`config.mk`:
```
export PLATFORM = sky130hd
export DESIGN_NAME = cpc_ga_irq_responder_flat
export DESIGN_NICKNAME = d
export VERILOG_FILES = /design/src/rtl/cpc_ga_pkg.sv /design/src/rtl/cpc_ga_irq_responder_if.sv /design/src/rtl/z80_io_cycle_decode.sv /design/src/rtl/cpc_ga_irq_responder.sv /design/src/flat_wrapper.sv
export SDC_FILE = /design/constraint.sdc
export NUM_CORES = 1
export LEC_CHECK = 0
export ABC_CLOCK_PERIOD_IN_PS = 2000
export BUFFER_PORTS_ARGS = -buffer_cell sky130_fd_sc_hd__buf_2
export CORE_UTILIZATION = 44
export CTS_CLUSTER_DIAMETER = 40
export DETAILED_ROUTE_END_ITERATION = 7
export PLACE_DENSITY_LB_ADDON = 0.08
export REMOVE_ABC_BUFFERS = 1
export SLEW_MARGIN = 20
export SYNTH_ARGS = -nofsm -noshare
export SYNTH_HDL_FRONTEND = slang
export SYNTH_SLANG_ARGS = --single-unit
export TNS_END_PERCENT = 50
```
`constraint.sdc`:
```
create_clock -name clk -period 2 [get_ports clk]
set_input_delay 0.2 -clock clk [delete_from_list [all_inputs] [get_ports clk]]
set_output_delay 0.2 -clock clk [all_outputs]
set_load 0.05 [all_outputs]
```
`src/rtl/cpc_ga_pkg.sv`:
```
// +----------------------------------------------------------------------------+
// | cpc_ga_pkg: shared Gate Array port constants and decode strobe type         |
// | Rev 1.0                                                                     |
// +----------------------------------------------------------------------------+
`default_nettype none

package cpc_ga_pkg;

  localparam logic [1:0] GA_PORT_SEL    = 2'b01;
  localparam logic [1:0] RMR_FUNC       = 2'b10;
  localparam int         RMR_IRQCLR_BIT = 4;
  localparam int         R52_W          = 6;
  localparam logic [R52_W-1:0] R52_HALF = 6'd32;

  typedef struct packed {
    logic ack;         // first cycle of M1+IORQ
    logic io_wr;       // first cycle of a selected-port I/O write
    logic ack_active;  // M1+IORQ currently asserted on the bus
  } io_strobe_t;

endpackage

`default_nettype wire

```
`src/rtl/cpc_ga_irq_responder_if.sv`:
```
// +----------------------------------------------------------------------------+
// | cpc_ga_irq_responder_if: Z80 bus signals between CPU and port responder     |
// | Rev 1.0                                                                     |
// +----------------------------------------------------------------------------+
`default_nettype none

interface cpc_ga_irq_responder_if;
  logic        m1_n;
  logic        iorq_n;
  logic        wr_n;
  logic [15:0] a;
  logic [7:0]  din;
  logic        int_n;
  logic [7:0]  dout;
  logic        dout_oe;

  modport master (
    output m1_n, iorq_n, wr_n, a, din,
    input  int_n, dout, dout_oe
  );

  modport slave (
    input  m1_n, iorq_n, wr_n, a, din,
    output int_n, dout, dout_oe
  );
endinterface

`default_nettype wire

```
`src/rtl/z80_io_cycle_decode.sv`:
```
// +----------------------------------------------------------------------------+
// | z80_io_cycle_decode: edge-detected ack and port-write strobes for Z80 I/O  |
// | Rev 1.0                                                                     |
// +----------------------------------------------------------------------------+
`default_nettype none

module z80_io_cycle_decode
  import cpc_ga_pkg::*;
#(
  parameter logic [1:0] PORT_SEL = GA_PORT_SEL
) (
  input  wire logic       clk,
  input  wire logic       reset_n,
  input  wire logic       m1_n,
  input  wire logic       iorq_n,
  input  wire logic       wr_n,
  input  wire logic [1:0] a_hi,
  output io_strobe_t      strb
);

  logic ack_cond;
  logic wr_cond;
  logic ack_cond_q;
  logic wr_cond_q;

  assign ack_cond = !m1_n && !iorq_n;
  assign wr_cond  = !iorq_n && !wr_n && m1_n && (a_hi == PORT_SEL);

  // Reset to "asserted" so a bus cycle straddling reset never yields a strobe.
  always_ff @(posedge clk or negedge reset_n) begin
    if (!reset_n) begin
      ack_cond_q <= 1'b1;
      wr_cond_q  <= 1'b1;
    end else begin
      ack_cond_q <= ack_cond;
      wr_cond_q  <= wr_cond;
    end
  end

  assign strb.ack        = ack_cond && !ack_cond_q;
  assign strb.io_wr      = wr_cond && !wr_cond_q;
  assign strb.ack_active = ack_cond;

endmodule

`default_nettype wire

```
`src/rtl/cpc_ga_irq_responder.sv`:
```
// +----------------------------------------------------------------------------+
// | cpc_ga_irq_responder: Gate Array raster interrupt counter and ack responder|
// | Rev 1.0                                                                     |
// +----------------------------------------------------------------------------+
`default_nettype none

module cpc_ga_irq_responder
  import cpc_ga_pkg::*;
#(
  parameter int         LINES_PER_INT = 52,
  parameter int         VSYNC_DELAY   = 2,
  parameter logic [7:0] ACK_VECTOR    = 8'hFF
) (
  input  wire logic                clk,
  input  wire logic                reset_n,
  cpc_ga_irq_responder_if.slave    bus,
  input  wire logic                hsync,
  input  wire logic                vsync,
  output logic [R52_W-1:0]         r52
);

  localparam int DLY_W = 4;

  io_strobe_t       strb;
  logic             hsync_q;
  logic             vsync_q;
  logic [DLY_W-1:0] dly;
  logic             int_n_q;

  logic             hs_fall;
  logic             vs_rise;
  logic [R52_W:0]   r52_inc;
  logic             wrap;
  logic             resync_hit;
  logic             raise;
  logic             ga_clr;
  logic [R52_W-1:0] r52_nx;
  logic             int_n_nx;
  logic [DLY_W-1:0] dly_nx;
  logic             unused_bits;

  z80_io_cycle_decode #(
    .PORT_SEL (GA_PORT_SEL)
  ) u_decode (
    .clk     (clk),
    .reset_n (reset_n),
    .m1_n    (bus.m1_n),
    .iorq_n  (bus.iorq_n),
    .wr_n    (bus.wr_n),
    .a_hi    (bus.a[15:14]),
    .strb    (strb)
  );

  assign unused_bits = &{1'b0, bus.a[13:0], bus.din[5], bus.din[3:0]};

  assign hs_fall    = hsync_q && !hsync;
  assign vs_rise    = !vsync_q && vsync;
  assign r52_inc    = {1'b0, r52} + 1'b1;
  assign wrap       = hs_fall && (r52_inc == (R52_W+1)'(LINES_PER_INT));
  // A fresh VSYNC edge restarts the count, so it cannot also complete it.
  assign resync_hit = hs_fall && !vs_rise && (dly == DLY_W'(1));
  assign raise      = wrap || (resync_hit && (r52 >= R52_HALF));
  assign ga_clr     = strb.io_wr && (bus.din[7:6] == RMR_FUNC) && bus.din[RMR_IRQCLR_BIT];

  always_comb begin
    r52_nx   = r52;
    int_n_nx = int_n_q;
    dly_nx   = dly;

    if (vs_rise) begin
      dly_nx = DLY_W'(VSYNC_DELAY);
    end else if (hs_fall && (dly != '0)) begin
      dly_nx = dly - 1'b1;
    end

    if (ga_clr) begin
      r52_nx   = '0;
      int_n_nx = 1'b1;
    end else if (strb.ack) begin
      // A raise landing on the ack edge must survive the acknowledge.
      int_n_nx = !raise;
      r52_nx   = (wrap || resync_hit) ? '0 : (r52 & 6'h1F);
    end else begin
      if (raise) begin
        int_n_nx = 1'b0;
      end
      if (hs_fall) begin
        r52_nx = (wrap || resync_hit) ? '0 : r52_inc[R52_W-1:0];
      end
    end
  end

  always_ff @(posedge clk or negedge reset_n) begin
    if (!reset_n) begin
      hsync_q <= 1'b0;
      vsync_q <= 1'b0;
      dly     <= '0;
      r52     <= '0;
      int_n_q <= 1'b1;
    end else begin
      hsync_q <= hsync;
      vsync_q <= vsync;
      dly     <= dly_nx;
      r52     <= r52_nx;
      int_n_q <= int_n_nx;
    end
  end

  assign bus.int_n   = int_n_q;
  assign bus.dout_oe = strb.ack_active;
  assign bus.dout    = strb.ack_active ? ACK_VECTOR : 8'hFF;

endmodule

`default_nettype wire

```
`src/flat_wrapper.sv`:
```
// flat-port wrapper written by rule: the top's interface ports become plain ports
module cpc_ga_irq_responder_flat import cpc_ga_pkg::*;
#(
  parameter int         LINES_PER_INT = 52,
  parameter int         VSYNC_DELAY   = 2,
  parameter logic [7:0] ACK_VECTOR    = 8'hFF
)
  (clk, reset_n, hsync, vsync, r52, bus_m1_n, bus_iorq_n, bus_wr_n, bus_a, bus_din, bus_int_n, bus_dout, bus_dout_oe);
  cpc_ga_irq_responder_if bus_i ();
  input  wire logic clk;
  input  wire logic reset_n;
  input  wire logic hsync;
  input  wire logic vsync;
  output logic [R52_W-1:0] r52;
  input wire logic [$bits(bus_i.m1_n)-1:0] bus_m1_n;
  input wire logic [$bits(bus_i.iorq_n)-1:0] bus_iorq_n;
  input wire logic [$bits(bus_i.wr_n)-1:0] bus_wr_n;
  input wire logic [$bits(bus_i.a)-1:0] bus_a;
  input wire logic [$bits(bus_i.din)-1:0] bus_din;
  output wire logic [$bits(bus_i.int_n)-1:0] bus_int_n;
  output wire logic [$bits(bus_i.dout)-1:0] bus_dout;
  output wire logic [$bits(bus_i.dout_oe)-1:0] bus_dout_oe;
  assign bus_i.m1_n = bus_m1_n;
  assign bus_i.iorq_n = bus_iorq_n;
  assign bus_i.wr_n = bus_wr_n;
  assign bus_i.a = bus_a;
  assign bus_i.din = bus_din;
  assign bus_int_n = bus_i.int_n;
  assign bus_dout = bus_i.dout;
  assign bus_dout_oe = bus_i.dout_oe;
  cpc_ga_irq_responder #(.LINES_PER_INT(LINES_PER_INT), .VSYNC_DELAY(VSYNC_DELAY), .ACK_VECTOR(ACK_VECTOR)) u_core (.clk(clk), .reset_n(reset_n), .bus(bus_i), .hsync(hsync), .vsync(vsync), .r52(r52));
endmodule
```
==> results.py, run 1 <==
metrics = {
    "run_status": {
        "outcome": "complete, no violations",
    },
    "place": {
        "port_buffers": 19,
        "dp_cells": 144,
        "post-dp-hpwl_um": 1290,
        "place_ws_ns": 0.234,
        "gp_congestion": 0.818,
    },
    "route": {
        "firstDrtPassIters": 4,
        "wl_per_cell_um": 11.3,
        "vias": 742,
        "antenna_left": 0,
        "vias_per_cell": 4.98,
        "drt_iter0_drc": 15,
        "drc": 0,
        "routed_wl_um": 1690,
    },
    "logic_synthesis": {
        "synthArstFlopShare_pct": 100,
        "synth.avg_cell_area_sq_um": 9.27,
        "synth_largest_area_cell": "dfrtp_1",
        "synth-seq-area-share_pct": 41.7,
        "ys_warn_count": 0,
        "synth_area_leaders": "dfrtp_1 33%, dfstp_2 8.7%, ha_1 6.9%",
        "ys_top_cells_by_count": "12 x dfrtp_1, 12 x nand2_1, 9 x nor2_1",
        "synthCells": 98,
        "synth_area_sq_um": 908,
        "netlist.area_leader.share_pct": 33.1,
        "synth_edf_count": 0,
        "synthFlopType": "dfrtp_1",
        "synth_cell_type_count": 33,
        "synth_seq_cells": 15,
    },
    "cells_and_area": {
        "layout.cells.non_filler": 149,
        "n_fill_cell": 196,
        "layout-drive-gt1-share_pct": 26.2,
        "n_antenna_cell": 0,
        "final_nets": 159,
        "synthToLayoutAreaGrowth_pct": 15.8,
    },
    "hold_path": {
        "min_path_type": "input pin to flip-flop",
        "hold_depth": 1,
    },
    "grt": {
        "grt_pass1_wl_um": 2650,
        "grt_max_degree": 16,
        "grt_pass1_vias": 616,
        "grt_overflow_total": 0,
        "antenna_found_initial": 0,
        "grt.total_usage_pct": 17.7,
    },
    "power_and_ir_drop": {
        "combPwrFrac_pct": 45.0,
        "p_sw_share_pct": 45.5,
        "max-vdd-ir-drop_v": 0.000645,
        "p_switching_mw": 0.512,
        "powerDensity_nw_per_um2": 1070,
        "p_leak_nw": 0.509,
        "p_int_mw": 0.613,
        "p_clk_share_pct": 15.6,
        "seqPwrFrac_pct": 39.5,
    },
    "worst_setup_path": {
        "cp_data_required_time_ns": 2.18,
        "worstPathArrival_ns": 1.96,
        "crit_type": "flip-flop to flip-flop",
        "cp-start-kind": "flip-flop",
        "path_max_fanout": 7,
        "worst_setup_path_end_kind": "flip-flop",
        "r2r_cells": 6,
    },
    "floorplan": {
        "initial_utilization_pct": 46.8,
        "die_x_um": 47.4,
        "io_pins": 47,
        "rows": 16,
        "die_area_sq_um": 2250,
        "die_y_um": 47.4,
        "core_area_sq_um": 1940,
    },
    "timing": {
        "period_share_pct": 89.0,
        "period_needed_ns": 1.78,
        "fmax_ghz": 0.562,
        "tns_ns": 0,
        "slew_headroom_pct": 65.9,
        "rsz0062_at_grt": "no",
        "worst_slew_pin_slew_ns": 0.510,
        "setup_viol": 0,
        "fin_worst_skew_ns": 0.00576,
        "hold_viol": 0,
        "finalWorstSetupSlack_ns": 0.219,
        "timing.final.max_slew_violations": 0,
    },
    "clock_network": {
        "clkTransAtPathRegs_ns": 0.09,
        "cts_root_buffer": "clkbuf_4",
        "numClockSinks": 15,
        "cts_buffers": 3,
        "clk_path_buf_depth": 2,
        "cts.htree.levels": 1,
        "cts_tree": "done",
        "clk_latency_ns": 0.29,
    },
    "job": {
        "cap_violations": 0,
    },
}
==> critical path, stage by stage (launching register included) <==
cell      delay [ns]
dfrtp_1         0.39
ha_1            0.25
xor2_1          0.16
and3_1          0.24
a21boi_4        0.26
nand3_2         0.12
o32ai_1         0.26
==> final cells by class <==
class	count	area (sq um)	area share [%]
Multi-Input combinational cell	75	469	44.6
Sequential cell	15	379	36.0
Timing Repair Buffer	22	120	11.4
Tap cell	27	33.8	3.21
Clock buffer	3	22.5	2.14
Inverter	6	22.5	2.14
Clock inverter	1	5.00	0.476
==> path summary, 6_finish.rpt <==
path	startpoint	end	slack (ns)
min in group asynchronous	reset_n	u_core.hsync_q	0.33
max in group asynchronous	reset_n	u_core.u_decode.wr_cond_q	1.36
min reg2reg	u_core.vsync_q	u_core.dly[2]	0.54
max reg2reg	u_core.r52[0]	u_core.r52[5]	0.22
max	u_core.r52[0]	u_core.r52[5]	0.22
min	hsync	u_core.hsync_q	0.02
==> cells by family (layout without fill, tap and decap cells) <==
logic type / count (synthesis) / after routing / synth area share, %
xor gates and xnor gates: 5 / 5 / 4.82
AOI/OAI and AO/OA: 15 / 15 / 13.2
buffers and inverters: 15 / 32 / 9.50
and+or+nand+nor: 42 / 42 / 23.4
adders and majority gates: 5 / 5 / 6.89
other: 1 / 8 / 0.413
DFF: 15 / 15 / 41.7
==> metal layers <==
layer	global-route usage [%]	share of wire [%]	up-vias
met4	10.3	2.4	0
met3	3.40	4.6	6
met1	24.1	50	342
met2	26.0	43	23
li1	-	-	371
met5	0	0	-
==> registers in the layout, summed over array words and instances (netlist names) <==
register and count:
u_core.u_decode.ack_cond_q 1, u_core.u_decode.wr_cond_q 1, u_core.bus.int_n 1, u_core.vsync_q 1
u_core.r52 6, u_core.hsync_q 1, u_core.dly 4
==> layout by cell type, fill, tap and decap left out, types with 2 or more instances in the layout <==
master    instances
buf_2            19
nand2_1          12
dfrtp_1          12
nor2_1            9
conb_1            8
inv_1             6
nand4_1           6
ha_1              5
nand2b_1          3
xor2_1            3
nor3_1            3
clkbuf_4          3
dfstp_2           3
nand3_1           2
xnor2_1           2
o32ai_1           2
o31ai_1           2
o21ai_0           2
o22ai_1           2
buf_4             2
==> repair_timing <==
item / 4_1_cts / 5_1_grt
endpoints found under the setup margin: 0 / 0
endpoints found under the hold margin: 12 / 0
resized for setup: 0 / 0
hold buffers: 1 / 0
buffers inserted: 0 / 0
==> power by group through the flow <==
stage / sequential, mW / combinational [mW] / clock, mW
2_1_floorplan: 0.576 / 0.240 / 0
3_3_place_gp: 0.447 / 0.495 / 0
3_5_place_dp: 0.449 / 0.505 / 0
4_1_cts: 0.445 / 0.507 / 0.183
5_1_grt: 0.458 / 0.569 / 0.197
6_report: 0.444 / 0.506 / 0.175
==> per-stage QoR <==
stage / util, % / area (sq um) / hold slack (ns) / power, mW
after global placement: 52.3 / 1010 / 0.126 / 0.942
after floorplan: - / 871 / -0.0956 / 0.816
after global routing: 54.2 / 1050 / 0.00316 / 1.22
after CTS: 54.2 / 1050 / 0.0132 / 1.14
after detailed placement: 52.3 / 1010 / 0.128 / 0.954
final: 54.2 / 1050 / 0.0196 / 1.13
Power figures use the tool's default switching activity.
==> run 2: changes to the inputs <==
- ABC_AREA: unset -> 1
- CORE_UTILIZATION: 44 -> 45
- MAX_ROUTING_LAYER: unset -> met4
==> results.py, run 2 <==
metrics = {
    "cells_and_area": {
        "regMostFlops": "u_core.r52",
        "final_cell_mix": "25 x nand2_1, 19 x buf_2, 18 x inv_1",
        "fin_area_sq_um": 1090,
        "n_antenna_cell": 0,
        "synthToLayoutAreaGrowth_pct": 13.1,
        "layout_commonest_cell": "nand2_1",
        "final_nets": 178,
        "utilization_pct": 54.9,
        "largest_reg_flops": 6,
        "layout-drive-gt1-share_pct": 24.8,
        "largest_registers": "u_core.r52 x6, u_core.dly x4",
        "layout.cells.non_filler": 168,
    },
    "route": {
        "routed_wl_um": 1700,
        "vias_per_cell": 4.79,
        "antenna_left": 0,
        "firstDrtPassIters": 4,
        "vias": 805,
        "drc": 0,
        "drt_iter0_drc": 12,
        "wl_per_cell_um": 10.1,
    },
    "logic_synthesis": {
        "synth_largest_area_cell": "dfrtp_1",
        "synth.avg_cell_area_sq_um": 8.09,
        "synth_cell_type_count": 24,
        "synth_area_leaders": "dfrtp_1 31%, nand2_1 9.8%, dfstp_2 8.2%",
        "synth_area_sq_um": 962,
        "ys_top_cells_by_count": "25 x nand2_1, 18 x inv_1, 12 x dfrtp_1",
        "synth_seq_cells": 15,
        "netlist.area_leader.share_pct": 31.2,
        "yosysMostFrequentCell": "nand2_1",
        "synthCells": 119,
        "synth-seq-area-share_pct": 39.4,
        "synth_edf_count": 0,
        "synthArstFlopShare_pct": 100,
        "ys_warn_count": 0,
        "synthFlopType": "dfrtp_1",
    },
    "place": {
        "post-dp-hpwl_um": 1330,
        "placed_area_sq_um": 1050,
        "dp_cells": 163,
        "port_buffers": 19,
        "gp_congestion": 0.777,
        "place_ws_ns": 0.332,
    },
    "power_and_ir_drop": {
        "powerDensity_nw_per_um2": 842,
        "total_power_mw": 0.916,
        "p_leak_nw": 0.582,
        "max-vdd-ir-drop_v": 0.000724,
    },
    "grt": {
        "grt.total_usage_pct": 17.5,
        "grt_pass1_wl_um": 2600,
        "grt_pass1_vias": 640,
        "antenna_found_initial": 0,
        "grt_max_degree": 16,
        "grt_overflow_total": 0,
    },
    "floorplan": {
        "die_x_um": 48.2,
        "rows": 16,
        "io_pins": 47,
        "die_area_sq_um": 2330,
        "initial_utilization_pct": 48.5,
        "die_y_um": 48.2,
        "core_area_sq_um": 1980,
    },
    "clock_network": {
        "numClockSinks": 15,
        "cts_root_buffer": "clkbuf_4",
        "cts.htree.levels": 1,
        "cts_buffers": 3,
        "cts_tree": "done",
        "clkTransAtPathRegs_ns": 0.10,
        "clk_latency_ns": 0.29,
        "clk_path_buf_depth": 2,
        "cts_resized": 0,
    },
    "worst_setup_path": {
        "crit_buf_inv": 1,
        "path_max_fanout": 8,
        "max_stage_delay_ns": 0.47,
        "cp_common_cell": "nand2_1",
        "cp-start-kind": "flip-flop",
        "crit_family": "simple AND/OR/NAND/NOR gates",
        "cp_data_required_time_ns": 2.17,
        "crit_type": "flip-flop to flip-flop",
        "slowest_stage": "dfrtp_1",
        "worst_setup_path_end_kind": "flip-flop",
        "worstPathArrival_ns": 1.85,
        "worstPathCellList": "ha_1, nand2_1, inv_1, nor2_2, nand2_2, nor2_4, nand3_4, nand3_4, nand2_4, nand2_1, nand2_1",
    },
    "timing": {
        "rsz0062_at_grt": "no",
        "tns_ns": 0,
        "hold_viol": 0,
        "worst_slew_pin_slew_ns": 0.569,
        "setup_viol": 0,
        "slew_headroom_pct": 61.7,
        "period_share_pct": 84.0,
        "period_needed_ns": 1.68,
        "finalWorstSetupSlack_ns": 0.319,
        "timing.final.max_slew_violations": 0,
        "fin_worst_skew_ns": 0.0150,
        "holdWs_ns": 0.0385,
        "fmax_ghz": 0.595,
    },
    "hold_path": {
        "min_path_type": "input pin to flip-flop",
    },
    "job": {
        "cap_violations": 0,
    },
    "run_status": {
        "outcome": "complete, no violations",
    },
}
==> run 2: metal layers <==
layer | global-route usage [%] | wire length, um | vias up
met5 | - | 0 | -
met4 | 10.0 | 37 | 0
met3 | 2.22 | 49 | 5
met2 | 29.6 | 875 | 16
met1 | 19.6 | 742 | 373
li1 | - | - | 411
==> run 2: path summary, 6_finish.rpt <==
kind                       cells after the start  slack (ns)                         end           from
min reg2reg                                    1        0.48               u_core.dly[3]  u_core.dly[3]
min                                            1        0.04              u_core.hsync_q          hsync
min in group asynchronous                      2        0.34               u_core.r52[1]        reset_n
max in group asynchronous                      2        1.36  u_core.u_decode.ack_cond_q        reset_n
max                                           11        0.32               u_core.r52[2]  u_core.r52[1]
max reg2reg                                   11        0.32               u_core.r52[2]  u_core.r52[1]
==> run 2: logic make-up after synthesis <==
logic type | share of synthesized area (%)
other | 0.390
DFF | 39.4
buffers and inverters | 13.8
adders and majority gates | 6.50
AOI/OAI and AO/OA | 7.02
and+or+nand+nor | 32.0
xor gates and xnor gates | 0.910
==> run 2: area by class of cell <==
class                   instances  area, sq um
fillers                       190          893
inverters                      18         67.6
well taps                      27         33.8
repair buffers                 20          105
flip-flops and latches         15          379
clock buffers                   4         26.3
multi-input cells              84          477
==> run 2: report_power, final <==
group	internal (mW)	switching, mW	total, mW
Sequential	0.356	0.0590	0.415
Clock	0.0775	0.0984	0.176
Combinational	0.0960	0.229	0.325
==> run 2: what timing repair did <==
action / in CTS / in global routing
hold buffers: 1 / 0
buffers inserted: 0 / 0
hold endpoints to repair: 12 / 0
==> run 3: changes to the inputs <==
- ABC_CLOCK_PERIOD_IN_PS: 2000 -> 1700
- clock period: 2 -> 1.7 ns (I/O delays scaled with it)
==> results.py, run 3 (synthesized netlist as in run 2, its figures left out) <==
metrics = {
    "cells_and_area": {
        "layout-drive-gt1-share_pct": 28.1,
        "largest_reg_flops": 6,
        "multi_input_area_sq_um": 483,
        "synthToLayoutAreaGrowth_pct": 18.2,
        "fin_area_sq_um": 1140,
        "n_antenna_cell": 0,
        "layout_commonest_cell": "nand2_1",
        "utilization_pct": 57.4,
        "largest_registers": "u_core.r52 x6, u_core.dly x4",
        "final_cell_mix": "24 x nand2_1, 19 x buf_2, 18 x inv_1",
        "final_nets": 183,
        "seq_area_sq_um": 379,
        "regMostFlops": "u_core.r52",
        "n_fill_cell": 193,
    },
    "route": {
        "drc": 0,
        "wl_per_cell_um": 10.1,
        "antenna_left": 0,
        "firstDrtPassIters": 4,
        "vias": 808,
        "drt_iter0_drc": 18,
        "routed_wl_um": 1740,
        "vias_per_cell": 4.67,
    },
    "grt": {
        "grt.total_usage_pct": 18.0,
        "grt_pass1_vias": 669,
        "grtUsageMet3_pct": 6.67,
        "top_usage_layer": "met2",
        "grt_pass1_wl_um": 2680,
        "grt_use_met1_pct": 20.3,
        "antenna_found_initial": 0,
        "grt_max_degree": 16,
        "grt_overflow_total": 0,
        "grt_use_met2_pct": 29.9,
    },
    "job": {
        "cap_violations": 0,
    },
    "clock_network": {
        "clk_path_buf_depth": 2,
        "numClockSinks": 15,
        "clk_latency_ns": 0.28,
        "clkTransAtPathRegs_ns": 0.09,
        "cts_root_buffer": "clkbuf_4",
        "cts_buffers": 3,
        "cts.htree.levels": 1,
        "cts_tree": "done",
    },
    "power_and_ir_drop": {
        "powerDensity_nw_per_um2": 975,
        "p_leak_nw": 0.608,
        "max-vdd-ir-drop_v": 0.000566,
    },
    "timing": {
        "period_share_pct": 92.3,
        "fin_worst_skew_ns": 0.00579,
        "setup_viol": 0,
        "timing.final.max_slew_violations": 0,
        "slew_headroom_pct": 62.0,
        "worst_slew_pin_slew_ns": 0.565,
        "period_needed_ns": 1.57,
        "fmax_ghz": 0.638,
        "rsz0062_at_grt": "no",
        "hold_viol": 0,
    },
    "place": {
        "port_buffers": 19,
        "gp_congestion": 0.778,
        "placed_area_sq_um": 1070,
        "post-dp-hpwl_um": 1310,
    },
    "worst_setup_path": {
        "worstPathArrival_ns": 1.75,
        "cp-start-kind": "flip-flop",
        "worst_setup_path_end_kind": "flip-flop",
        "crit_family": "simple AND/OR/NAND/NOR gates",
        "startpoint": "u_core.r52[0]",
        "crit_buf_inv": 1,
        "r2r_slack_ns": 0.13,
        "cp_data_required_time_ns": 1.88,
        "max_stage_delay_ns": 0.42,
        "worstReg2RegStart": "u_core.r52[0]",
        "crit_type": "flip-flop to flip-flop",
        "slowest_stage": "dfrtp_1",
        "path_max_fanout": 8,
        "worstPathCellList": "ha_2, nand2_2, inv_1, nor2_2, nand2_2, nor2_4, nand3_4, nand3_4, nand2_4, nand2_1, nand2_1",
    },
    "floorplan": {
        "die_y_um": 48.2,
        "die_x_um": 48.2,
        "die_area_sq_um": 2330,
        "initial_utilization_pct": 48.5,
        "io_pins": 47,
        "rows": 16,
        "core_area_sq_um": 1980,
    },
    "hold_path": {
        "min_from": "bus_m1_n",
        "min_path_type": "input pin to flip-flop",
    },
    "run_status": {
        "outcome": "complete, no violations",
    },
}
[run 3: cell types whose count changed in the layout (fill, tap and decap cells not counted)]
cell and change:
and2_1 -1, buf_4 +3, ha_2 +1, ha_1 -1, and2_2 +1, nand2_1 -1
nand2_2 +1, dlygate4sd3_1 +2
[run 3: through the flow]
step	total power, mW	hold slack [ns]	TNS (ns)	setup slack [ns]	cells
3_5_place_dp	0.896	0.0967	0	0.0741	165
5_1_grt	1.21	0.0227	0	0.00261	173
6_report	1.11	0.0348	0	0.132	173
4_1_cts	1.12	0.0262	0	0.0550	172
3_3_place_gp	0.889	0.102	0	0.0977	165
2_1_floorplan	0.788	-0.126	-0.759	-0.136	117
[run 3: layout make-up]
cell class | instances | area share (%)
Multi-Input combinational cell | 84 | 42.5
Clock buffer | 4 | 2.31
Tap cell | 27 | 2.97
Inverter | 18 | 5.94
Sequential cell | 15 | 33.3
Timing Repair Buffer | 25 | 13.0
[run 3: worst paths after layout]
check	cells after the start	endpoint
setup / recovery	11	u_core.r52[1]
hold / removal	2	u_core.u_decode.ack_cond_q
setup reg to reg	11	u_core.r52[1]
hold reg to reg	1	u_core.dly[3]
max in group asynchronous	2	u_core.u_decode.ack_cond_q
min in group asynchronous	2	u_core.r52[0]
[run 3: what timing repair did]
item	in CTS	in global routing
setup endpoints to repair	0	6
gates resized for setup	0	3
endpoints found under the hold margin	14	0
buffers inserted	0	1
hold buffers	3	0
[run 3: per-layer routing]
metal | share of wire [%] | up-vias
met5 | 0 | -
met1 | 45 | 365
met4 | 0.69 | 0
met3 | 6.3 | 2
li1 | - | 417
met2 | 48 | 24
[run 3: where the power goes]
group	switching [mW]	total (mW)	internal, mW
Combinational	0.290	0.429	0.138
Sequential	0.0557	0.475	0.419
Clock	0.115	0.206	0.0911
Total	0.461	1.11	0.648
